### config.mk
export PLATFORM = sky130hd
export DESIGN_NAME = keypad_scanner
export DESIGN_NICKNAME = d
export VERILOG_FILES = /design/src/rtl/keypad_pkg.sv /design/src/rtl/keypad_sync_2ff.sv /design/src/rtl/keypad_scanner.sv
export SDC_FILE = /design/constraint.sdc
export NUM_CORES = 1
export LEC_CHECK = 0
export BUFFER_PORTS_ARGS = -buffer_cell sky130_fd_sc_hd__buf_4
export CAP_MARGIN = 10
export CORE_MARGIN = 4
export CORE_UTILIZATION = 38
export DETAILED_ROUTE_END_ITERATION = 6
export GPL_ROUTABILITY_DRIVEN = 0
export GPL_TIMING_DRIVEN = 0
export PLACE_DENSITY = 0.56
export SYNTH_ARGS = -nofsm -noshare
export SYNTH_HDL_FRONTEND = slang
export SYNTH_SLANG_ARGS = --single-unit
export TNS_END_PERCENT = 30
### constraint.sdc
create_clock -name clk -period 2.5 [get_ports clk]
set_input_delay 0.75 -clock clk [delete_from_list [all_inputs] [get_ports clk]]
set_output_delay 0.75 -clock clk [all_outputs]
set_load 0.005 [all_outputs]
### src/rtl/keypad_pkg.sv
// ============================================================================
// keypad_pkg: shared state encoding, sizes and column-drive helpers
// Revision: 1.0
// ============================================================================
`default_nettype none

package keypad_pkg;

   typedef enum logic [1:0] {
      SCAN     = 2'd0,
      DEBOUNCE = 2'd1,
      REPORT   = 2'd2,
      RELEASE  = 2'd3
   } state_t;

   localparam int SYNC_STAGES = 2;
   localparam int NUM_ROWS    = 4;
   localparam int NUM_COLS    = 3;

   localparam logic [NUM_COLS-1:0] COL1_DRIVE_N = 3'b110;
   localparam logic [NUM_COLS-1:0] COL2_DRIVE_N = 3'b101;
   localparam logic [NUM_COLS-1:0] COL3_DRIVE_N = 3'b011;
   localparam logic [NUM_COLS-1:0] COL_IDLE_N   = 3'b111;

   function automatic logic [NUM_COLS-1:0] col_drive_of(input logic [1:0] ci);
      case (ci)
         2'd0:    return COL1_DRIVE_N;
         2'd1:    return COL2_DRIVE_N;
         2'd2:    return COL3_DRIVE_N;
         default: return COL_IDLE_N;
      endcase
   endfunction

   function automatic logic [1:0] next_col(input logic [1:0] ci);
      return (ci == 2'd2) ? 2'd0 : ci + 2'd1;
   endfunction

   // True when exactly one active-low row line is asserted.
   function automatic logic single_low(input logic [NUM_ROWS-1:0] rows);
      case (rows)
         4'b1110, 4'b1101, 4'b1011, 4'b0111: return 1'b1;
         default:                            return 1'b0;
      endcase
   endfunction

endpackage

`default_nettype wire

### src/rtl/keypad_sync_2ff.sv
// ============================================================================
// sync_2ff: parameterised-width two-flop synchronizer, resets to all ones
// Revision: 1.0
// ============================================================================
`default_nettype none

module sync_2ff
   import keypad_pkg::*;
#(
   parameter int WIDTH = 4
) (
   input  logic             clk,
   input  logic             rst_n,
   input  logic [WIDTH-1:0] d,
   output logic [WIDTH-1:0] q
);

   logic [WIDTH-1:0] stage [SYNC_STAGES];

   always_ff @(posedge clk or negedge rst_n) begin
      if (!rst_n) begin
         for (int i = 0; i < SYNC_STAGES; i++) stage[i] <= '1;
      end else begin
         stage[0] <= d;
         for (int i = 1; i < SYNC_STAGES; i++) stage[i] <= stage[i-1];
      end
   end

   assign q = stage[SYNC_STAGES-1];

endmodule

`default_nettype wire

### src/rtl/keypad_scanner.sv
// ============================================================================
// keypad_scanner: 4x3 keypad column scan, debounce and one-hot key report
// Revision: 1.0
// ============================================================================
`default_nettype none

module keypad_scanner
   import keypad_pkg::*;
#(
   parameter int SCAN_DIV        = 1000,
   parameter int DEBOUNCE_CYCLES = 20000
) (
   input  logic                clk,
   input  logic                rst_n,
   input  logic [NUM_ROWS-1:0] row_sense_n,
   output logic [NUM_COLS-1:0] col_drive_n,
   output logic                row1,
   output logic                row2,
   output logic                row3,
   output logic                row4,
   output logic                col1,
   output logic                col2,
   output logic                col3,
   output logic                key_valid,
   output logic                key_held
);

   localparam int CNT_MAX = (SCAN_DIV > DEBOUNCE_CYCLES) ? SCAN_DIV : DEBOUNCE_CYCLES;
   localparam int CW      = $clog2(CNT_MAX + 1);
   localparam logic [CW-1:0] SCAN_LAST = CW'(SCAN_DIV - 1);
   localparam logic [CW-1:0] DEB_LAST  = CW'(DEBOUNCE_CYCLES - 1);

   logic [NUM_ROWS-1:0] rs;
   state_t              state, state_n;
   logic [CW-1:0]       cnt, cnt_n;
   logic [1:0]          ci, ci_n;
   logic [NUM_ROWS-1:0] cand_row, cand_row_n;
   logic [1:0]          cand_col, cand_col_n;
   logic [NUM_ROWS-1:0] row_oh;
   logic [NUM_COLS-1:0] col_oh;
   logic                load_key;
   logic                release_done;

   sync_2ff #(
      .WIDTH (NUM_ROWS)
   ) u_row_sync (
      .clk   (clk),
      .rst_n (rst_n),
      .d     (row_sense_n),
      .q     (rs)
   );

   always_ff @(posedge clk or negedge rst_n) begin
      if (!rst_n) state <= SCAN;
      else        state <= state_n;
   end

   always_comb begin
      state_n      = state;
      cnt_n        = cnt;
      ci_n         = ci;
      cand_row_n   = cand_row;
      cand_col_n   = cand_col;
      load_key     = 1'b0;
      release_done = 1'b0;
      case (state)
         SCAN: begin
            if (cnt == SCAN_LAST) begin
               cnt_n = '0;
               if (single_low(rs)) begin
                  cand_row_n = rs;
                  cand_col_n = ci;
                  state_n    = DEBOUNCE;
               end else begin
                  ci_n = next_col(ci);
               end
            end else begin
               cnt_n = cnt + 1'b1;
            end
         end
         DEBOUNCE: begin
            if (rs != cand_row) begin
               ci_n    = next_col(ci);
               cnt_n   = '0;
               state_n = SCAN;
            end else if (cnt == DEB_LAST) begin
               load_key = 1'b1;
               state_n  = REPORT;
            end else begin
               cnt_n = cnt + 1'b1;
            end
         end
         REPORT: begin
            cnt_n   = '0;
            state_n = RELEASE;
         end
         RELEASE: begin
            // Any key still down, including a newly pressed one, restarts the release window.
            if (rs != '1) begin
               cnt_n = '0;
            end else if (cnt == DEB_LAST) begin
               release_done = 1'b1;
               ci_n         = next_col(ci);
               cnt_n        = '0;
               state_n      = SCAN;
            end else begin
               cnt_n = cnt + 1'b1;
            end
         end
         default: begin
            state_n = SCAN;
            cnt_n   = '0;
         end
      endcase
   end

   // Key outputs load on the edge entering REPORT so key_valid and the one-hot lines coincide.
   always_ff @(posedge clk or negedge rst_n) begin
      if (!rst_n) begin
         cnt         <= '0;
         ci          <= 2'd0;
         cand_row    <= '1;
         cand_col    <= 2'd0;
         col_drive_n <= COL1_DRIVE_N;
         row_oh      <= '0;
         col_oh      <= '0;
         key_valid   <= 1'b0;
         key_held    <= 1'b0;
      end else begin
         cnt         <= cnt_n;
         ci          <= ci_n;
         cand_row    <= cand_row_n;
         cand_col    <= cand_col_n;
         col_drive_n <= col_drive_of(ci_n);
         key_valid   <= load_key;
         if (load_key) begin
            row_oh   <= ~cand_row;
            col_oh   <= ~col_drive_of(cand_col);
            key_held <= 1'b1;
         end else if (release_done) begin
            key_held <= 1'b0;
         end
      end
   end

   assign row1 = row_oh[0];
   assign row2 = row_oh[1];
   assign row3 = row_oh[2];
   assign row4 = row_oh[3];
   assign col1 = col_oh[0];
   assign col2 = col_oh[1];
   assign col3 = col_oh[2];

endmodule

`default_nettype wire

After elaboration in Yosys (flattened, before gate mapping)

Index checks and enable logic that the tools add are counted.

$add $sub $neg: 2
Eq/ne operators: 22
Multiplexer cells: 33
Bitwise gates (word level): 2
Reductions and logical operators: 7

Operator list:

| kind                                                               | number |
|---|---|
| 15-bit 2-to-1 mux                                                  | 5 |
| 15-bit one-hot mux with 4 select lines                             | 1 |
| 2-bit 2-to-1 mux                                                   | 12 |
| 3-bit one-hot mux with 3 select lines                              | 2 |
| 15-bit by 1-bit adder with 15-bit output (second input constant)   | 1 |
| 15-bit by 10-bit == test with 1-bit output (second input constant) | 1 |
| 15-bit == test (second input constant)                             | 1 |
| 4-bit == test (second input constant)                              | 3 |
| 2-bit == test (second input constant)                              | 5 |
| 1-bit 2-to-1 mux                                                   | 10 |
| 2-bit != test (second input constant)                              | 4 |
| 2-bit one-hot mux with 4 select lines                              | 1 |
| 2-bit by 1-bit == test with 1-bit output (second input constant)   | 3 |
| 2-bit zero test                                                    | 3 |
| 3-bit != test (second input constant)                              | 2 |
| 2-bit one-hot mux with 3 select lines                              | 1 |
| 5-bit AND reduction                                                | 1 |
| 4-bit by 3-bit == test with 1-bit output (second input constant)   | 1 |
| 4-bit != test                                                      | 1 |
| 4-bit != test (second input constant)                              | 1 |
| 4-bit inverter                                                     | 1 |
| 4-bit OR reduction                                                 | 1 |
| 3-bit 2-to-1 mux                                                   | 1 |
| 3-bit inverter                                                     | 1 |
| 3 further kinds                                                    | 3 |

Register bits after elaboration: 45
Input port bits: 6
Output and inout bits: 12
Logic and storage cells: 78

Longest topological paths before layout

Gate-level depths: netlist (run 1).

Word-level depth: 10
Mapped depth: 7
Mapped depth without buffers: 6

Hierarchy

Synthesis (run 1) repeated with hierarchy kept, for this count alone.

Cell total of the unflattened synthesis: 183
Area, all modules: 2080.7 µm²

Modules (own cells, without submodules):

| module         | times used | cells an instance | area an instance (µm²) | seq. area each (µm²) |
|---|---|---|---|---|
| keypad_scanner | 1          | 171               | 1840.5                 | 933.4 |
| sync_2ff       | 1          | 12                | 240.2                  | 210.2 |

Worst setup path before layout (run 1)

OpenSTA, ideal clock, no wires.

Kind: reg2reg
Start point: reg cnt[0]
End point: reg cnt[12]
Setup time: 0.126 ns
Arrival time: 1.735 ns
Required time: 2.374 ns
Slack: 0.639 ns
Cell stages (with the launch flop): 8
Buffers on the path: 1
Period minus slack after synthesis: 1.861 ns
Cell sequence: dfrtp_1 ha_1 nor4b_1 and4_2 nor3_1 a211oi_2 buf_6 a21oi_1

Word-level cells in the longest chain between the ends: 4
Elaborated cells on any way between the ends: 10
Classes of those cells: 1 x add/sub; 3 x eq/ne; 6 x mux

Ends and longest elaborated chain:

| what                                                                       | line                                        | text |
|---|---|---|
| from (decl)                                                                | keypad_scanner.sv:35                        | `logic [CW-1:0] cnt, cnt_n;` |
| from (signal assigned)                                                     | keypad_scanner.sv:130                       | `cnt <= cnt_n;` |
| 15-bit by 1-bit adder with 15-bit output or 15-bit == test (tied branches) | n/a                                         |  |
| 15-bit 2-to-1 mux (on tied branches)                                       | keypad_scanner.sv:101, keypad_scanner.sv:86 |  |
| 15-bit 2-to-1 mux (on tied branches)                                       | keypad_scanner.sv:99, keypad_scanner.sv:82  |  |
| 15-bit one-hot mux with 4 select lines                                     | keypad_scanner.sv:66                        | `case (state)` |

Parallel ways exist; a longest one is shown, timed or not. The select of a mux whose other input is x is not followed.
A chain may end at the register's enable or synchronous reset.

Worst setup path after layout (run 1)

Start point: reg cnt[0]
End point: reg cnt[9]

The elaborated chain is that of the path after synthesis.

==> out/qor.csv, run 1 <==
metric,value,unit
leakage,0.00106,µW
r2r-end,cnt[9]$_DFFE_PN0N_,
ant_nets,0,
yosysMostFrequentCell,dfrtp_1,
min_period,2.24,ns
grt_usage,0.132,
async_reset_ff_frac,1.00,
vias,1501,
diodes,0,
slew_headroom,0.635,
drt_first_pass_iters,4,
cts_hold_buf,0,
area_delta_synth_final,15.6,%
power.density,535,nW/µm²
whs_path_depth,0,
wl_per_cell,13.6,µm
synth-edff-count,0,
cap_violations,0,
seq_area_frac_synth,0.545,
cp_slowest_stage_delay,0.47,ns
postCtsSetupRepairBufs,0,
reg2reg_depth,7,
ys.flop_type,dfrtp_1,
grt_max_degree,46,
min_delay_worst_endpoint,u_row_sync.q[0]$_DFF_PN1_,
ys_ff_latch,45,
drtIter0Drc,90,
critPathBufInv,1,
synth_top_area_frac,0.370,
grt_pass1_vias,1414,
skew,0.00685,ns
clk_path_buf_depth,2,
setup-violations-final,0,
core_area,5240,µm²
netlist_instances,192,
critPathRequiredTime,2.69,ns
path_clk_slew,0.08,ns
tightest_slew,0.548,ns
regToRegSetupSlack,0.26,ns
cp_cell_sequence,"ha_1, nor4b_1, and4_2, nor3_1, a211oi_2, buf_6, nor2_1",
numCtsBuffers,5,
drive_above_1_share,0.276,
tns,0,ns
status,finished clean,
grt_pass1_wl,6.78,mm
synth.cell_area,2100,µm²
avgSynthCellArea,10.9,µm²
fmax,447,MHz
rows,26,
die_w,82.3,µm
hp-class,register to register,
grt_antenna_before_repair,0,
h-tree-depth,2,
root_buffer,clkbuf_8,
worstSetupStartpoint,cnt[0]$_DFFE_PN0N_,
start_kind,register,
cts_tree,built,
drc,0,
dieArea,6770,µm²
synth_commonest_cells,"dfrtp_1, nand2_1, nor2_1",
ir_worst_vdd,0.000214,V
drt-total-wl,3.91,mm
syn-num-nets,199,
placed_area,2310,µm²
nNetsFinal,223,
gr-total-overflow,0,
critPathTopFamily,simple AND/OR/NAND/NOR gates,
die_h,82.3,µm
hold_start,u_row_sync.stage[4]$_DFF_PN1_,
crit_path_top_delay_cell,a211oi_2,
yosysTopAreaCell,dfrtp_1,
clock_sinks,45,
r2r_start,cnt[0]$_DFFE_PN0N_,
via_per_inst,5.23,
clk_latency,0.30,ns
io-pin-count,18,
final_area,2420,µm²
path_class,register to register,
synth_area_leaders,"dfrtp_1, dfstp_2, nand2_1",
yosysWarnings,0,
cts_resized,0,
start_util,0.401,
worstPathArrival,2.43,ns
period_share,0.895,
critPathMaxFanout,10,
rsz0062_at_grt,no,
final_max_slew_viol_count,0,
hold_violations,0,
io_buffers,17,
synth_cell_types,45,
cp-end-kind,register,
dpl.hpwl,2.82,mm
[stage by stage]
step	util	power, µW	cells	hold slack [ns]	worst slack, ns
2_1_floorplan	-	766	192	0.345	0.639
3_3_place_gp	0.442	787	279	0.346	0.311
3_5_place_dp	0.442	788	279	0.347	0.250
4_1_cts	0.463	1320	287	0.359	0.230
5_1_grt	0.463	1350	287	0.360	0.0765
6_report	0.463	1300	287	0.358	0.263
[cell type report]
class / count / area (µm²)
inverter: 3 / 11.3
multi-input combinational: 140 / 898
timing repair buffer: 17 / 128
buffer: 4 / 45.0
clock buffer: 8 / 111
fill: 487 / 2810
sequential: 45 / 1140
tap: 70 / 87.6
[cells by family after synthesis]
logic type                 after synthesis  share of synthesized area
xor gates and xnor gates                11                     0.0459
muxes                                    6                     0.0322
DFF                                     45                      0.545
and+or+nand+nor                         85                      0.229
AOI/OAI and AO/OA                       37                      0.115
adders and majority gates                1                    0.00596
buffers and inverters                    7                     0.0268
[power breakdown]
| group | leakage (µW) | total, µW | internal, µW | switching [µW] |
|---|---|---|---|---|
| sequential | 0.000565 | 746 | 740 | 5.85 |
| combinational | 0.000437 | 27.2 | 9.29 | 17.9 |
| clock | 0.0000566 | 524 | 286 | 239 |
| total | 0.00106 | 1300 | 1030 | 263 |
[per-layer routing]
layer	GRT usage	share of wire	vias up
met5	0	0	-
met4	0.0449	0.017	0
met2	0.196	0.45	31
met1	0.184	0.48	727
li1	-	-	736
met3	0.0369	0.045	7
[cell usage in the layout (no fill, tap or decap), drive strengths merged, types with 5 or more instances in the layout]
cell type,count
a31oi,6
buf,21
clkbuf,8
dfrtp,31
dfstp,14
mux2,6
nand2,20
nand2b,5
nand3,13
nand4,5
nor2,16
nor3,5
o21ai,14
xnor2,5
xor2,6
[registers in the layout, indices dropped and copies added (netlist names), named ones only]
register	flops
col_oh	3
cnt	15
u_row_sync.q	4
cand_row	4
ci	2
u_row_sync.stage	4
col_drive_n	3
row_oh	4
cand_col	2
key_held	1
state	1
key_valid	1
[how the worst max path moves through the flow]
stage | cells past startpoint | slack, ns | to
4_1_cts | 7 | 0.23 | cnt[9]$_DFFE_PN0N_
5_1_grt | 7 | 0.08 | cnt[12]$_DFFE_PN0N_
3_3_place_gp | 7 | 0.31 | cnt[14]$_DFFE_PN0N_
3_5_place_dp | 7 | 0.25 | cnt[12]$_DFFE_PN0N_
6_report | 7 | 0.26 | cnt[9]$_DFFE_PN0N_
2_1_floorplan | 7 | 0.64 | cnt[12]$_DFFE_PN0N_
(Power assumes the default switching activity.)
==> run 2: changes to the inputs <==
- SYNTH_HIERARCHICAL: not set -> 1
==> out/qor.csv, run 2 <==
metric,value,unit,change
die_h,82.0,µm,-0.38%
min_period,2.31,ns,+0.0695 ns
syn-num-nets,190,,-4.5%
via_per_inst,4.95,,-5.4%
cts_hold_buf,0,,unchanged
multi_input_comb_area,891,µm²,-0.84%
dieArea,6720,µm²,-0.76%
ys_ff_latch,45,,unchanged
nNetsFinal,216,,-3.1%
period_share,0.923,,+0.0278
setup-violations-final,0,,unchanged
cp_cell_sequence,"or4b_4, nor4_4, buf_4, o2bb2ai_1, a21oi_4, buf_2, nor2_1",,
stdcell_count,280,,-2.4%
async_reset_ff_frac,1.00,,unchanged
area_delta_synth_final,17.4,%,
vias,1385,,-7.7%
cp-end-kind,register,,
layout_commonest_cell,dfrtp_1,,
grt_usage,0.137,,+0.00505
cp_slowest_stage_delay,0.57,ns,+0.10 ns
critPathBufInv,2,,+1
final_max_slew_viol_count,0,,unchanged
synth.cell_area,2080,µm²,-0.83%
start_util,0.400,,-0.000861
crit_path_top_delay_cell,or4b_4,,
seq_area_frac_synth,0.550,,+0.00459
worstPathArrival,2.49,ns,+0.06 ns
grt_pass1_wl,6.97,mm,+2.8%
clock_sinks,45,,unchanged
slew_headroom,0.625,,-0.00982
numCtsBuffers,5,,unchanged
synth-edff-count,0,,unchanged
ir_worst_vdd,0.000368,V,+72%
cap_violations,0,,unchanged
regToRegSetupSlack,0.19,ns,-0.07 ns
cts_tree,built,,
synth_cell_types,44,,-2.2%
critPathMaxFanout,10,,unchanged
tns,0,ns,unchanged
yosysMostFrequentCell,dfrtp_1,,
die_w,82.0,µm,-0.38%
diodes,0,,unchanged
whs,0.363,ns,+0.00495 ns
ys.flop_type,dfrtp_1,,
power.density,547,nW/µm²,+2.2%
critPathRequiredTime,2.68,ns,about the same
hp-class,register to register,,
io_buffers,17,,unchanged
yosysWarnings,6,,+6
drt_first_pass_iters,4,,unchanged
tightest_slew,0.563,ns,+0.0147 ns
io-pin-count,18,,unchanged
skew,0.00396,ns,-0.00289 ns
path_clk_slew,0.09,ns,about the same
ant_nets,0,,unchanged
nFillCells,523,,+7.4%
status,finished clean,,
yosysTopAreaCell,dfrtp_1,,
hold_violations,0,,unchanged
place_inst,270,,-3.2%
clk_path_buf_depth,2,,unchanged
drt-total-wl,4.02,mm,+2.8%
largest_reg_flops,15,,unchanged
grt_antenna_before_repair,0,,unchanged
drive_above_1_share,0.314,,+0.0378
netlist_instances,183,,-4.7%
leakage,0.00113,µW,+6.7%
final_cell_mix,"dfrtp_1, buf_4, nor2_1",,
rows,26,,unchanged
gr-total-overflow,0,,unchanged
top_register,cnt,,
grt_max_degree,46,,unchanged
grt_pass1_vias,1431,,+1.2%
drc,0,,unchanged
path_class,register to register,,
wl_per_cell,14.4,µm,+5.4%
root_buffer,clkbuf_8,,
drtIter0Drc,48,,-47%
synth_top_area_frac,0.373,,+0.00311
regArea,1140,µm²,unchanged
h-tree-depth,2,,unchanged
avgSynthCellArea,11.4,µm²,+4.0%
dpl.hpwl,2.86,mm,+1.3%
clk_latency,0.30,ns,about the same
rsz0062_at_grt,no,,
fmax,434,MHz,-3.0%
synth_area_leaders,"dfrtp_1, dfstp_2, xor2_1",,
core_area,5200,µm²,-0.62%
start_kind,register,,
synth_commonest_cells,"dfrtp_1, nor2_1, nand2_1",,
critPathTopFamily,simple AND/OR/NAND/NOR gates,,
==> run 2: cell types whose count changed after synthesis, sizes merged, moves of 4 or more <==
cell	before	now
nor2	16	22
nand3	13	6
o21ai	14	10
xor2	6	10
==> run 2: worst reg2reg max path: cells and delay by family (launching register included) <==
kind,cells,cell delay (ns)
AOI/OAI and AO/OA,2,0.37
buffers and inverters,2,0.47
DFF,1,0.44
and+or+nand+nor,3,0.92
==> run 2: layer usage <==
metal	track usage	wire, µm	vias up
met5	0	0	-
met4	0.0399	38	0
met3	0.0340	127	4
met2	0.235	2020	17
met1	0.169	1830	680
li1	-	-	684
==> run 2: logic make-up (layout without fill, tap and decap cells) <==
family                     Yosys count  in the layout  share of synthesized area
AOI/OAI and AO/OA                   23             23                     0.0788
xor gates and xnor gates            18             18                     0.0758
adders and majority gates            1              1                    0.00601
buffers and inverters               12             39                     0.0301
DFF                                 45             45                      0.550
muxes                               10             10                     0.0559
and+or+nand+nor                     74             74                      0.204
==> run 2: final timing paths <==
path,startpoint,to,cells after the start
setup reg to reg,cnt[6]$_DFFE_PN0N_,cnt[4]$_DFFE_PN0N_,7
hold / removal,u_row_sync/stage[7]$_DFF_PN1_,u_row_sync/q[3]$_DFF_PN1_,0
max in group asynchronous,rst_n,col_drive_n[2]$_DFF_PN1_,1
hold reg to reg,u_row_sync/stage[7]$_DFF_PN1_,u_row_sync/q[3]$_DFF_PN1_,0
setup / recovery,cnt[6]$_DFFE_PN0N_,cnt[4]$_DFFE_PN0N_,7
min in group asynchronous,rst_n,row_oh[3]$_DFFE_PN0P_,1
==> run 2: cell type report <==
type | instances | share of cell area
flip-flops and latches | 45 | 0.468
multi-input cells | 126 | 0.365
repair buffers | 19 | 0.0584
well taps | 70 | 0.0359
clock buffers | 5 | 0.0282
clock inverters | 3 | 0.0190
plain buffers | 7 | 0.0179
inverters | 5 | 0.00768
==> run 2: where the power goes <==
part	switching, µW	internal (µW)
Clock	255	299
Combinational	26.4	14.1
Sequential	2.10	740
==> run 2: stage by stage <==
step	utilization	instance area [µm²]	worst slack (ns)	total power, µW
3_5_place_dp	0.441	2300	0.0531	796
2_1_floorplan	-	2080	0.416	771
3_3_place_gp	0.441	2300	0.152	794
6_report	0.469	2440	0.193	1340
5_1_grt	0.469	2440	0.0360	1390
4_1_cts	0.463	2410	0.0382	1350
==> run 2: repair_timing <==
item                                    CTS  global route
setup buffers                             0             2
gates resized for setup                   0             2
endpoints found under the setup margin    0            16
==> run 3: changes to the inputs <==
- BUFFER_PORTS_ARGS: -buffer_cell sky130_fd_sc_hd__buf_4 -> -buffer_cell sky130_fd_sc_hd__buf_2
- CORE_UTILIZATION: 38 -> 58
- PLACE_DENSITY: 0.56 -> 0.79
==> out/qor.csv, run 3 (synthesis gave the netlist of run 2 again) <==
metric,value,unit,change
power.density,502,nW/µm²,-8.1%
ant_nets,0,,unchanged
fin_util,0.685,,+0.216
path_class,register to register,,
drtIter0Drc,98,,+100%
leakage,0.00111,µW,-1.7%
clk_latency,0.37,ns,+0.07 ns
tightest_slew,0.955,ns,+0.392 ns
final_area,2320,µm²,-5.0%
dpl.hpwl,2.61,mm,-8.9%
wl_per_cell,14.5,µm,+1.3%
multi_input_comb_area,883,µm²,-0.84%
fmax,432,MHz,-0.42%
io_buffers,17,,unchanged
r2r_start,cnt[10]$_DFFE_PN0N_,,
vias,1415,,+2.2%
min_period,2.32,ns,+0.00983 ns
area_delta_synth_final,11.5,%,
drive_above_1_share,0.318,,+0.00325
slew_headroom,0.363,,-0.262
cp_slowest_stage_delay,0.56,ns,about the same
setup-violations-final,0,,unchanged
largest_reg_flops,15,,unchanged
h-tree-depth,2,,unchanged
grt_max_degree,46,,unchanged
nNetsFinal,217,,+0.46%
tns,0,ns,unchanged
root_buffer,clkbuf_4,,
cts_tree,built,,
die_h,67.9,µm,-17%
worstSetupStartpoint,cnt[10]$_DFFE_PN0N_,,
critPathRequiredTime,2.77,ns,+0.09 ns
drt_first_pass_iters,4,,unchanged
path_clk_slew,0.15,ns,+0.06 ns
drc,0,,unchanged
grt_pass1_vias,1410,,-1.5%
hp-class,register to register,,
regArea,1140,µm²,unchanged
numCtsBuffers,5,,unchanged
hold_violations,0,,unchanged
worstPathArrival,2.59,ns,+0.10 ns
crit_path_top_delay_cell,or4_4,,
final_max_slew_viol_count,0,,unchanged
core_area,3390,µm²,-35%
rsz0062_at_grt,no,,
diodes,0,,unchanged
clk_path_buf_depth,2,,unchanged
ir_worst_vdd,0.000394,V,+7.0%
start_kind,register,,
drt-total-wl,3.74,mm,-7.0%
final_cell_mix,"dfrtp_1, nor2_1, nand2_1",,
status,finished clean,,
grt_usage,0.195,,+0.0584
whs,0.366,ns,+0.00364 ns
cts_hold_buf,0,,unchanged
gr-total-overflow,0,,unchanged
placed_area,2220,µm²,-3.2%
die_w,67.9,µm,-17%
via_per_inst,5.51,,+11%
hold_start,u_row_sync/stage[7]$_DFF_PN1_,,
clock_sinks,45,,unchanged
critPathMaxFanout,7,,-3
nFillCells,262,,-50%
cp_cell_sequence,"or4_4, nor4_2, nand3_1, mux2_2",,
dieArea,4610,µm²,-31%
rows,21,,-19%
top_register,cnt,,
grt_antenna_before_repair,0,,unchanged
grt_pass1_wl,6.51,mm,-6.5%
start_util,0.614,,+0.214
io-pin-count,18,,unchanged
layout_commonest_cell,dfrtp_1,,
cap_violations,0,,unchanged
period_share,0.927,,+0.00393
cp-end-kind,register,,
skew,0.00751,ns,+0.00355 ns
==> run 3: cell count changes in the layout (fill, tap and decap cells not counted), sizes merged <==
| cell | previous run | this run |
|---|---|---|
| inv | 5 | 8 |
| buf | 25 | 26 |
| bufinv | 1 | 0 |
| clkinv | 1 | 0 |
| clkinvlp | 1 | 0 |
==> run 3: layout make-up <==
class                   instances  share of cell area
multi-input cells             126               0.381
clock inverters                 3              0.0124
repair buffers                 20              0.0464
clock buffers                   5              0.0162
plain buffers                   7              0.0189
well taps                      46              0.0248
inverters                       5             0.00809
flip-flops and latches         45               0.493
==> run 3: where the power goes <==
group | leakage, µW | switching (µW) | internal (µW) | total (µW)
clock network | 0.0000381 | 262 | 124 | 386
registers | 0.000565 | 1.67 | 740 | 742
logic | 0.000508 | 25.9 | 11.9 | 37.8
total | 0.00111 | 290 | 876 | 1170
==> run 3: worst max-delay path: cells and delay by family, from the launching register on <==
family | cells | cell delay [ns]
simple gates | 3 | 1.38
mux | 1 | 0.38
flops | 1 | 0.45
==> run 3: through the flow <==
stage / worst slack, ns / cells / total power (µW)
floorplan: 0.416 / 183 / 771
global placement: 0.221 / 246 / 790
detailed placement: 0.170 / 246 / 792
CTS: 0.128 / 254 / 1180
global route: 0.0561 / 257 / 1210
finish: 0.183 / 257 / 1170
==> run 3: final timing paths <==
path                                              to  slack (ns)  cells after the start
max in group asynchronous      row_oh[1]$_DFFE_PN0P_        1.40                      1
min reg2reg                u_row_sync/q[3]$_DFF_PN1_        0.37                      0
max reg2reg                  cand_col[1]$_DFFE_PN0P_        0.18                      4
max                          cand_col[1]$_DFFE_PN0P_        0.18                      4
min in group asynchronous         cnt[9]$_DFFE_PN0N_        0.50                      1
min                        u_row_sync/q[3]$_DFF_PN1_        0.37                      0
==> run 3: timing repair <==
item                                    in CTS  in global routing
setup buffers                                0                  3
resized for setup                            0                  1
endpoints found under the setup margin       0                  9
==> run 3: layer usage <==
metal  GRT usage  up-vias  wire [µm]
met5           0        -          0
li1            -      688          -
met3      0.0443        6        105
met2       0.328       17       1980
met1       0.242      704       1590
met4      0.0819        0         61
